<file path="src/rtl/fxp_div_seq.sv">
`default_nettype none
// ============================================================================
// Module   : fxp_div_seq
// Purpose  : Sequential signed Q1.(WIDTH-1) fixed-point divider. It uses a
//            restoring shift-subtract loop with round-half-away-from-zero,
//            saturation and divide-by-zero flags.
// Revision : 1.0  initial release
// ============================================================================
module fxp_div_seq #(
    parameter int WIDTH = 16
) (
    input  logic             clk,
    input  logic             rst,
    input  logic             start,
    input  logic [WIDTH-1:0] A,
    input  logic [WIDTH-1:0] B,
    output logic [WIDTH-1:0] Y,
    output logic             busy,
    output logic             done,
    output logic             ovf,
    output logic             dbz
);

    localparam int               CW      = $clog2(WIDTH);
    localparam logic [CW-1:0]    LAST    = CW'(WIDTH - 1);
    localparam logic [WIDTH-1:0] MAX_POS = {1'b0, {(WIDTH-1){1'b1}}};
    localparam logic [WIDTH-1:0] MAX_NEG = {1'b1, {(WIDTH-1){1'b0}}};

    localparam logic [1:0] S_IDLE = 2'd0;
    localparam logic [1:0] S_CALC = 2'd1;
    localparam logic [1:0] S_FIN  = 2'd2;

    logic [1:0]       state_q, state_d;
    logic [CW-1:0]    cnt_q;
    logic [WIDTH-1:0] rem_q, rem_d;
    logic [WIDTH-2:0] quo_q;
    logic [WIDTH-1:0] quo_d;
    logic [WIDTH-1:0] amag_q, bmag_q;
    logic             sign_q, asign_q;
    logic [WIDTH-1:0] y_q, y_d;
    logic             ovf_q, ovf_d, dbz_q, dbz_d;

    logic [WIDTH-1:0] a_mag, b_mag;
    logic [WIDTH:0]   shift;
    logic             take;
    logic [WIDTH-1:0] mag;

    // Two's-complement magnitude; the most negative value maps onto itself as unsigned
    assign a_mag = A[WIDTH-1] ? (~A + 1'b1) : A;
    assign b_mag = B[WIDTH-1] ? (~B + 1'b1) : B;

    always_ff @(posedge clk) begin
        if (rst) state_q <= S_IDLE;
        else     state_q <= state_d;
    end

    always_comb begin
        state_d = state_q;
        case (state_q)
            S_IDLE:  if (start) state_d = S_CALC;
            S_CALC:  if (cnt_q == LAST) state_d = S_FIN;
            S_FIN:   state_d = S_IDLE;
            default: state_d = S_IDLE;
        endcase
    end

    always_comb begin
        busy = (state_q == S_CALC);
        done = (state_q == S_FIN);
    end

    always_comb begin
        shift = {rem_q, 1'b0};
        take  = (shift >= {1'b0, bmag_q});
        rem_d = take ? (shift[WIDTH-1:0] - bmag_q) : shift[WIDTH-1:0];
        quo_d = {quo_q, take};
        // (q+1)>>1 written as floor(q/2) + lsb so no carry bit is dropped
        mag   = {1'b0, quo_d[WIDTH-1:1]} + {{(WIDTH-1){1'b0}}, quo_d[0]};
    end

    always_comb begin
        y_d   = sign_q ? (~mag + 1'b1) : mag;
        ovf_d = 1'b0;
        dbz_d = 1'b0;
        if (bmag_q == '0) begin
            dbz_d = 1'b1;
            y_d   = asign_q ? MAX_NEG : MAX_POS;
        end else if (amag_q > bmag_q) begin
            ovf_d = 1'b1;
            y_d   = sign_q ? MAX_NEG : MAX_POS;
        end else if ((amag_q == bmag_q) || (mag == MAX_NEG)) begin
            // Magnitude of exactly one: representable only as -1
            ovf_d = ~sign_q;
            y_d   = sign_q ? MAX_NEG : MAX_POS;
        end
    end

    always_ff @(posedge clk) begin
        if (rst) begin
            cnt_q   <= '0;
            rem_q   <= '0;
            quo_q   <= '0;
            amag_q  <= '0;
            bmag_q  <= '0;
            sign_q  <= 1'b0;
            asign_q <= 1'b0;
            y_q     <= '0;
            ovf_q   <= 1'b0;
            dbz_q   <= 1'b0;
        end else begin
            case (state_q)
                S_IDLE: begin
                    if (start) begin
                        amag_q  <= a_mag;
                        bmag_q  <= b_mag;
                        sign_q  <= A[WIDTH-1] ^ B[WIDTH-1];
                        asign_q <= A[WIDTH-1];
                        rem_q   <= a_mag;
                        quo_q   <= '0;
                        cnt_q   <= '0;
                    end
                end
                S_CALC: begin
                    rem_q <= rem_d;
                    quo_q <= quo_d[WIDTH-2:0];
                    cnt_q <= cnt_q + CW'(1);
                    // Result is captured on the final iteration edge so it is valid in FIN
                    if (cnt_q == LAST) begin
                        y_q   <= y_d;
                        ovf_q <= ovf_d;
                        dbz_q <= dbz_d;
                    end
                end
                default: ;
            endcase
        end
    end

    assign Y   = y_q;
    assign ovf = ovf_q;
    assign dbz = dbz_q;

endmodule
`default_nettype wire
</file>
<file path="config.mk">
export PLATFORM = sky130hd
export DESIGN_NAME = fxp_div_seq
export DESIGN_NICKNAME = d
export VERILOG_FILES = /design/src/rtl/fxp_div_seq.sv
export SDC_FILE = /design/constraint.sdc
export NUM_CORES = 1
export LEC_CHECK = 0
export CELL_PAD_IN_SITES_DETAIL_PLACEMENT = 1
export CELL_PAD_IN_SITES_GLOBAL_PLACEMENT = 1
export CORE_MARGIN = 10
export CORE_UTILIZATION = 25
export DETAILED_ROUTE_END_ITERATION = 16
export PLACE_DENSITY = 0.57
export SLEW_MARGIN = 20
export SYNTH_ARGS = -nofsm -noshare
export SYNTH_HDL_FRONTEND = slang
export SYNTH_SLANG_ARGS = --single-unit
</file>
<file path="constraint.sdc">
create_clock -name clk -period 6.64 [get_ports clk]
set_clock_uncertainty 0.2 [all_clocks]
set_input_delay 1.328 -clock clk [delete_from_list [all_inputs] [get_ports clk]]
set_output_delay 1.328 -clock clk [all_outputs]
set_load 0.03 [all_outputs]
</file>
## Word level (Yosys, flattened, before mapping)

Index checks and enable logic that the tools add are counted.

- Add/subtract/negate cells: 6
- Magnitude comparators: 2
- Equal/unequal tests: 7
- Mux-type cells: 22
- Bitwise operators: 5
- Reductions and logical operators: 8

Operators by type and width:

| operator | count |
|---|---|
| $mux 16 | 10 |
| $add 16x1->16 const B | 3 |
| $not 16->16 | 3 |
| $pmux 16 s2 | 1 |
| $pmux 15 s2 | 1 |
| $ge 17x16->1 | 1 |
| $add 15x1->16 | 1 |
| $eq 16x16->1 | 1 |
| $eq 16x16->1 const B | 1 |
| $gt 16x16->1 | 1 |
| $logic_not 16->1 | 1 |
| $sub 16x16->16 | 1 |
| $mux 15 | 1 |
| $pmux 4 s2 | 1 |
| $reduce_and 2->1 | 4 |
| $add 4x1->4 const B | 1 |
| $eq 4x4->1 const B | 1 |
| $mux 1 | 4 |
| $mux 2 | 2 |
| $mux 4 | 1 |
| $pmux 2 s2 | 1 |
| $eq 2x1->1 const B | 1 |
| $eq 2x2->1 const B | 1 |
| $logic_not 2->1 | 1 |
| other kinds (6) | 6 |

- Bits in registers: 89
- Output and inout port bits: 20
- Logic and storage cells: 61

## Depth between registers and ports, before layout

- Depth in word-level cells: 8
- Mapped depth: 22
- Mapped depth without buffers: 20

## Least setup slack after synthesis

Ideal clock, no wire load.

- Path kind: register to register
- Start point: register bmag_q[11]
- End point: register y_q[12], in the netlist Y[12]
- Arrival time: 4241 ps
- Setup slack: 2069 ps
- Stages on the path, launching flop included: 23
- Path buffers: 3
- Period minus slack after synthesis: 4571 ps
- Cell sequence: dfxtp_1 -> inv_1 -> ha_1 -> and3_1 -> buf_2 -> and3_4 -> a311oi_1 -> inv_1 -> nor3_4 -> inv_2 -> buf_6 -> ha_1 -> buf_6 -> xnor2_1 -> ha_1 -> and4_1 -> a32o_1 -> a21boi_0 -> o21ai_1 -> nand3b_1 -> mux2i_1 -> a21oi_1 -> o22ai_1

- Cells in the longest elaborated chain, start to end: 8
- Elaborated cells between the ends (all ways): 13
- Classes of those cells: 2 x add/sub; 2 x order compare; 2 x eq/ne; 4 x mux; 1 x bitwise; 2 x reduce/logical

Ends and longest elaborated chain:

| item | RTL line | source |
|---|---|---|
| start: declaration | 38 | `logic [WIDTH-1:0] amag_q, bmag_q;` |
| start signal: assignment | 115 | `bmag_q <= b_mag;` |
| $ge 17x16->1 | 74 | `take = (shift >= {1'b0, bmag_q});` |
| $add 15x1->16 | 78 | `mag = {1'b0, quo_d[WIDTH-1:1]} + {{(WIDTH-1){1'b0}}, quo_d[0]};` |
| $not 16->16 | 82 | `y_d = sign_q ? (~mag + 1'b1) : mag;` |
| $add 16x1->16 | 82 |  |
| $mux 16 | 82 |  |
| $mux 16 | 91 | `end else if ((amag_q == bmag_q) \|\| (mag == MAX_NEG)) begin` |
| $mux 16 | 88 | `end else if (amag_q > bmag_q) begin` |
| $mux 16 (*) | 85 | `if (bmag_q == '0) begin` |
| end signal: assignment | 129 | `y_q <= y_d;` |
| end: declaration | 40 | `logic [WIDTH-1:0] y_q, y_d;` |

Every way passes the cells marked *; elsewhere a longest branch is shown, timed or not.
A chain may end at the register's enable or synchronous reset.

## Final worst setup path

- Start point: register bmag_q[1]
- End point: register y_q[12], in the netlist Y[12]

Same word-level chain as after synthesis.

==> results.json <==
{
  "synthesis.area_sq_mm": 0.006484,
  "drt-initial-drc-count": 274,
  "ios": 55,
  "gp_congestion": 0.8291,
  "start_util": 0.2560,
  "cts.sinks": 89,
  "critical-path-slowest-cell": "ha_1",
  "async_flop_share": 0,
  "pwr-share-seq": 0.306,
  "power_frac_comb": 0.406,
  "dr.pass1.iters": 4,
  "dp.cells": 1179,
  "synth_seq_cells": 89,
  "switching_share": 0.3823,
  "crit_chain": "inv_1 -> ha_1 -> nor2b_1 -> o21ai_0 -> a21boi_1 -> o31ai_2 -> a21oi_1 -> nor3_4 -> inv_2 -> ha_1 -> xnor2_1 -> ha_1 -> and4_1 -> a32o_1 -> a21boi_0 -> o21ai_1 -> nand3b_1 -> mux2i_1 -> a21oi_1 -> o22ai_1",
  "die_h_um": 181.0,
  "drt-total-wl_mm": 21.42,
  "grt_pass1_vias": 6371,
  "clockRootBuffer": "clkbuf_16",
  "drc": 0,
  "cp.required_ns": 6.66,
  "end_kind": "flop",
  "start_kind": "flop",
  "synth_edf_count": 0,
  "io_buffer_count": 54,
  "status": "complete, no violations",
  "clkPwrFrac": 0.288,
  "synth_seq_area_share": 0.2748,
  "dpl_cell_area_sq_mm": 0.007206,
  "cts_tree": "done",
  "p_int_mw": 1.223,
  "synth_nets": 919,
  "fin_crit_sh": 0.8167,
  "grt-ovfl-total": 0,
  "grt_max_degree": 68,
  "cp_max_fo": 17,
  "viasPerCell": 5.187,
  "syn_inst": 845,
  "antenna_found_initial": 0,
  "crit_path_max_incr_delay_ns": 0.45,
  "fp-row-count": 58,
  "nFillCells": 3068,
  "yosysWarnings": 0,
  "fin_nets": 934,
  "syn_to_final_growth_pct": 16.07,
  "worstPathBufferInverterCount": 2,
  "vias": 6198,
  "grt_pass1_wl_mm": 35.18,
  "min_path_type": "reg2reg",
  "fmax_ghz": 0.1844,
  "drive_above_1_share": 0.06127,
  "die_w_um": 181.0,
  "h-tree-depth": 3,
  "synth_ff_type": "dfxtp_1",
  "cts_buffers": 9,
  "clkTransAtPathRegs_ns": 0.07,
  "path_class": "reg2reg",
  "n_antenna_cell": 0,
  "fin_crit_ns": 5.423,
  "ys_types": 79,
  "max_slew.worst_pin.slew_ns": 0.9570,
  "clkLatencyLatePin_ns": 0.36,
  "hpwlAfterDp_mm": 16.45,
  "slew_viol_final": 0,
  "crit_top_cell": "ha_1",
  "maxCapViolCount": 0,
  "finalSetupViolCount": 0,
  "instances_no_fill": 1195,
  "cts_resized": 0,
  "dieArea_sq_mm": 0.03278,
  "track_usage": 0.1296,
  "p_sw_mw": 0.7566,
  "wl_per_cell_um": 17.92,
  "hold_viol_final": 0,
  "max-slew-margin-rel": 0.3620,
  "critical-path-top-delay-family": "compound AO/OA/AOI/OAI gates",
  "ant_nets": 0,
  "ir_drop_v": 0.0001344,
  "finalSetupTns_ns": 0,
  "post_cts_buffers": 0,
  "cp.arrival_ns": 5.44,
  "coreArea_sq_mm": 0.02533,
  "avgSynthCellArea_sq_um": 7.673,
  "p_per_area_mw_per_mm2": 263.0,
  "clk_path_buf_depth": 2,
  "grt_setup_unrepaired": "no",
  "cts_hold_buf": 0,
  "fin_area_sq_mm": 0.007526,
  "power.leakage_nw": 2.754
}
-- worst register-to-register path, stage by stage (launching register included) --
cell and delay (ns):
dfxtp_1 0.39, inv_1 0.09, ha_1 0.29, nor2b_1 0.13, o21ai_0 0.22, a21boi_1 0.17
o31ai_2 0.38, a21oi_1 0.18, nor3_4 0.33, inv_2 0.27, ha_1 0.45, xnor2_1 0.31
ha_1 0.24, and4_1 0.20, a32o_1 0.26, a21boi_0 0.33, o21ai_1 0.22, nand3b_1 0.22
mux2i_1 0.13, a21oi_1 0.18, o22ai_1 0.10
-- final cells by class --
cell class              count  area, sq um  share of cell area
repair buffers             61        588.1             0.07814
inverters                  35        131.4             0.01746
multi-input cells         664         4292              0.5702
well taps                 330        412.9             0.05486
clock inverters             6        91.34             0.01214
clock buffers              10        229.0             0.03042
flip-flops and latches     89         1782              0.2367
-- final timing paths --
path,from,endpoint,slack [ns],cells after the start
min,amag_q[0]$_SDFFE_PP0P_,amag_q[0]$_SDFFE_PP0P_,0.26,2
min reg2reg,amag_q[0]$_SDFFE_PP0P_,amag_q[0]$_SDFFE_PP0P_,0.26,2
max,bmag_q[1]$_SDFFE_PP0P_,Y[12]$_SDFFE_PP0P_,1.22,20
max reg2reg,bmag_q[1]$_SDFFE_PP0P_,Y[12]$_SDFFE_PP0P_,1.22,20
-- metrics by stage --
stage	hold WS, ns	worst slack (ns)	total power, mW	utilization
after floorplan	0.2363	2.069	1.213	-
final	0.2618	1.217	1.979	0.2972
after CTS	0.2637	1.168	2.007	0.2972
after global placement	0.2513	1.379	1.416	0.2845
after detailed placement	0.2536	1.186	1.425	0.2845
after global routing	0.2911	0.6368	2.121	0.2972
-- sequential cells by signal (all words and copies together) (netlist names), 2 cells and up --
| name | cells |
|---|---|
| amag_q | 16 |
| cnt_q | 4 |
| bmag_q | 16 |
| quo_q | 15 |
| Y | 16 |
| state_q | 2 |
| rem_q | 16 |
-- power groups by stage --
stage	Combinational, mW	Sequential [mW]	Clock, mW
after floorplan	0.610	0.603	0
after global placement	0.798	0.618	0
after detailed placement	0.807	0.618	0
after CTS	0.811	0.606	0.590
after global routing	0.901	0.611	0.609
final	0.803	0.605	0.570
-- cell families (layout without fill, tap and decap cells) --
kind of cell	count (synthesis)	after routing	share of synthesized area
adders and majority gates	39	39	0.07642
xor gates and xnor gates	61	61	0.08240
AOI/OAI and AO/OA	231	231	0.2331
DFF	89	89	0.2748
and+or+nand+nor	316	316	0.2428
buffers and inverters	92	112	0.06387
muxes	17	17	0.02663
-- placed cells by master, fill, tap and decap left out, drive strengths merged, types with 5 or more instances in the layout --
cell type and instances:
a211oi 22, a21boi 5, a21oi 82, a31oi 11
and2 7, and3 10, buf 8, clkbuf 10
clkdlybuf4s50 53, dfxtp 89, ha 38, inv 36
mux2i 15, nand2 79, nand2b 5, nand3 36
nand4 17, nor2 83, nor2b 5, nor3 28
nor4 16, o211ai 7, o21a 6, o21ai 37
o22ai 8, o31ai 13, or2 6, or3 6
or4 7, xnor2 32, xor2 29
-- synthesized netlist by cell type (all sizes together) (4+ instances only) --
cell    number  area (sq um)
a211oi      22         165.2
a21boi       5         37.54
a21o         4         30.03
a21oi       82         421.7
a22oi        4         30.03
a31oi       11         68.82
and2         7         45.04
and3        10         68.82
buf         28         173.9
clkbuf      29         108.9
dfxtp       89          1782
ha          38         475.5
inv         35         131.4
mux2i       15         150.1
nand2       79         296.5
nand2b       5         31.28
nand3       36         180.2
nand3b       4         30.03
nand4       17         121.4
nor2        83         314.1
nor2b        5         31.28
nor3        28         156.4
nor4        16         100.1
o211ai       7         66.31
o21a         6         45.04
o21ai       37         188.9
o22ai        8         50.05
o31ai       13         116.4
o41ai        4         35.03
or2          6         37.54
or3          6         37.54
or4          7         60.06
xnor2       32         280.3
xor2        29         254.0
-- routing by layer --
layer	part of all wire	GRT usage	vias up
li1	-	-	3091
met3	0.029	0.02338	26
met5	0	0	-
met4	0.025	0.04328	0
met2	0.48	0.2199	74
met1	0.47	0.1612	3007
Power figures use the tool's default switching activity.
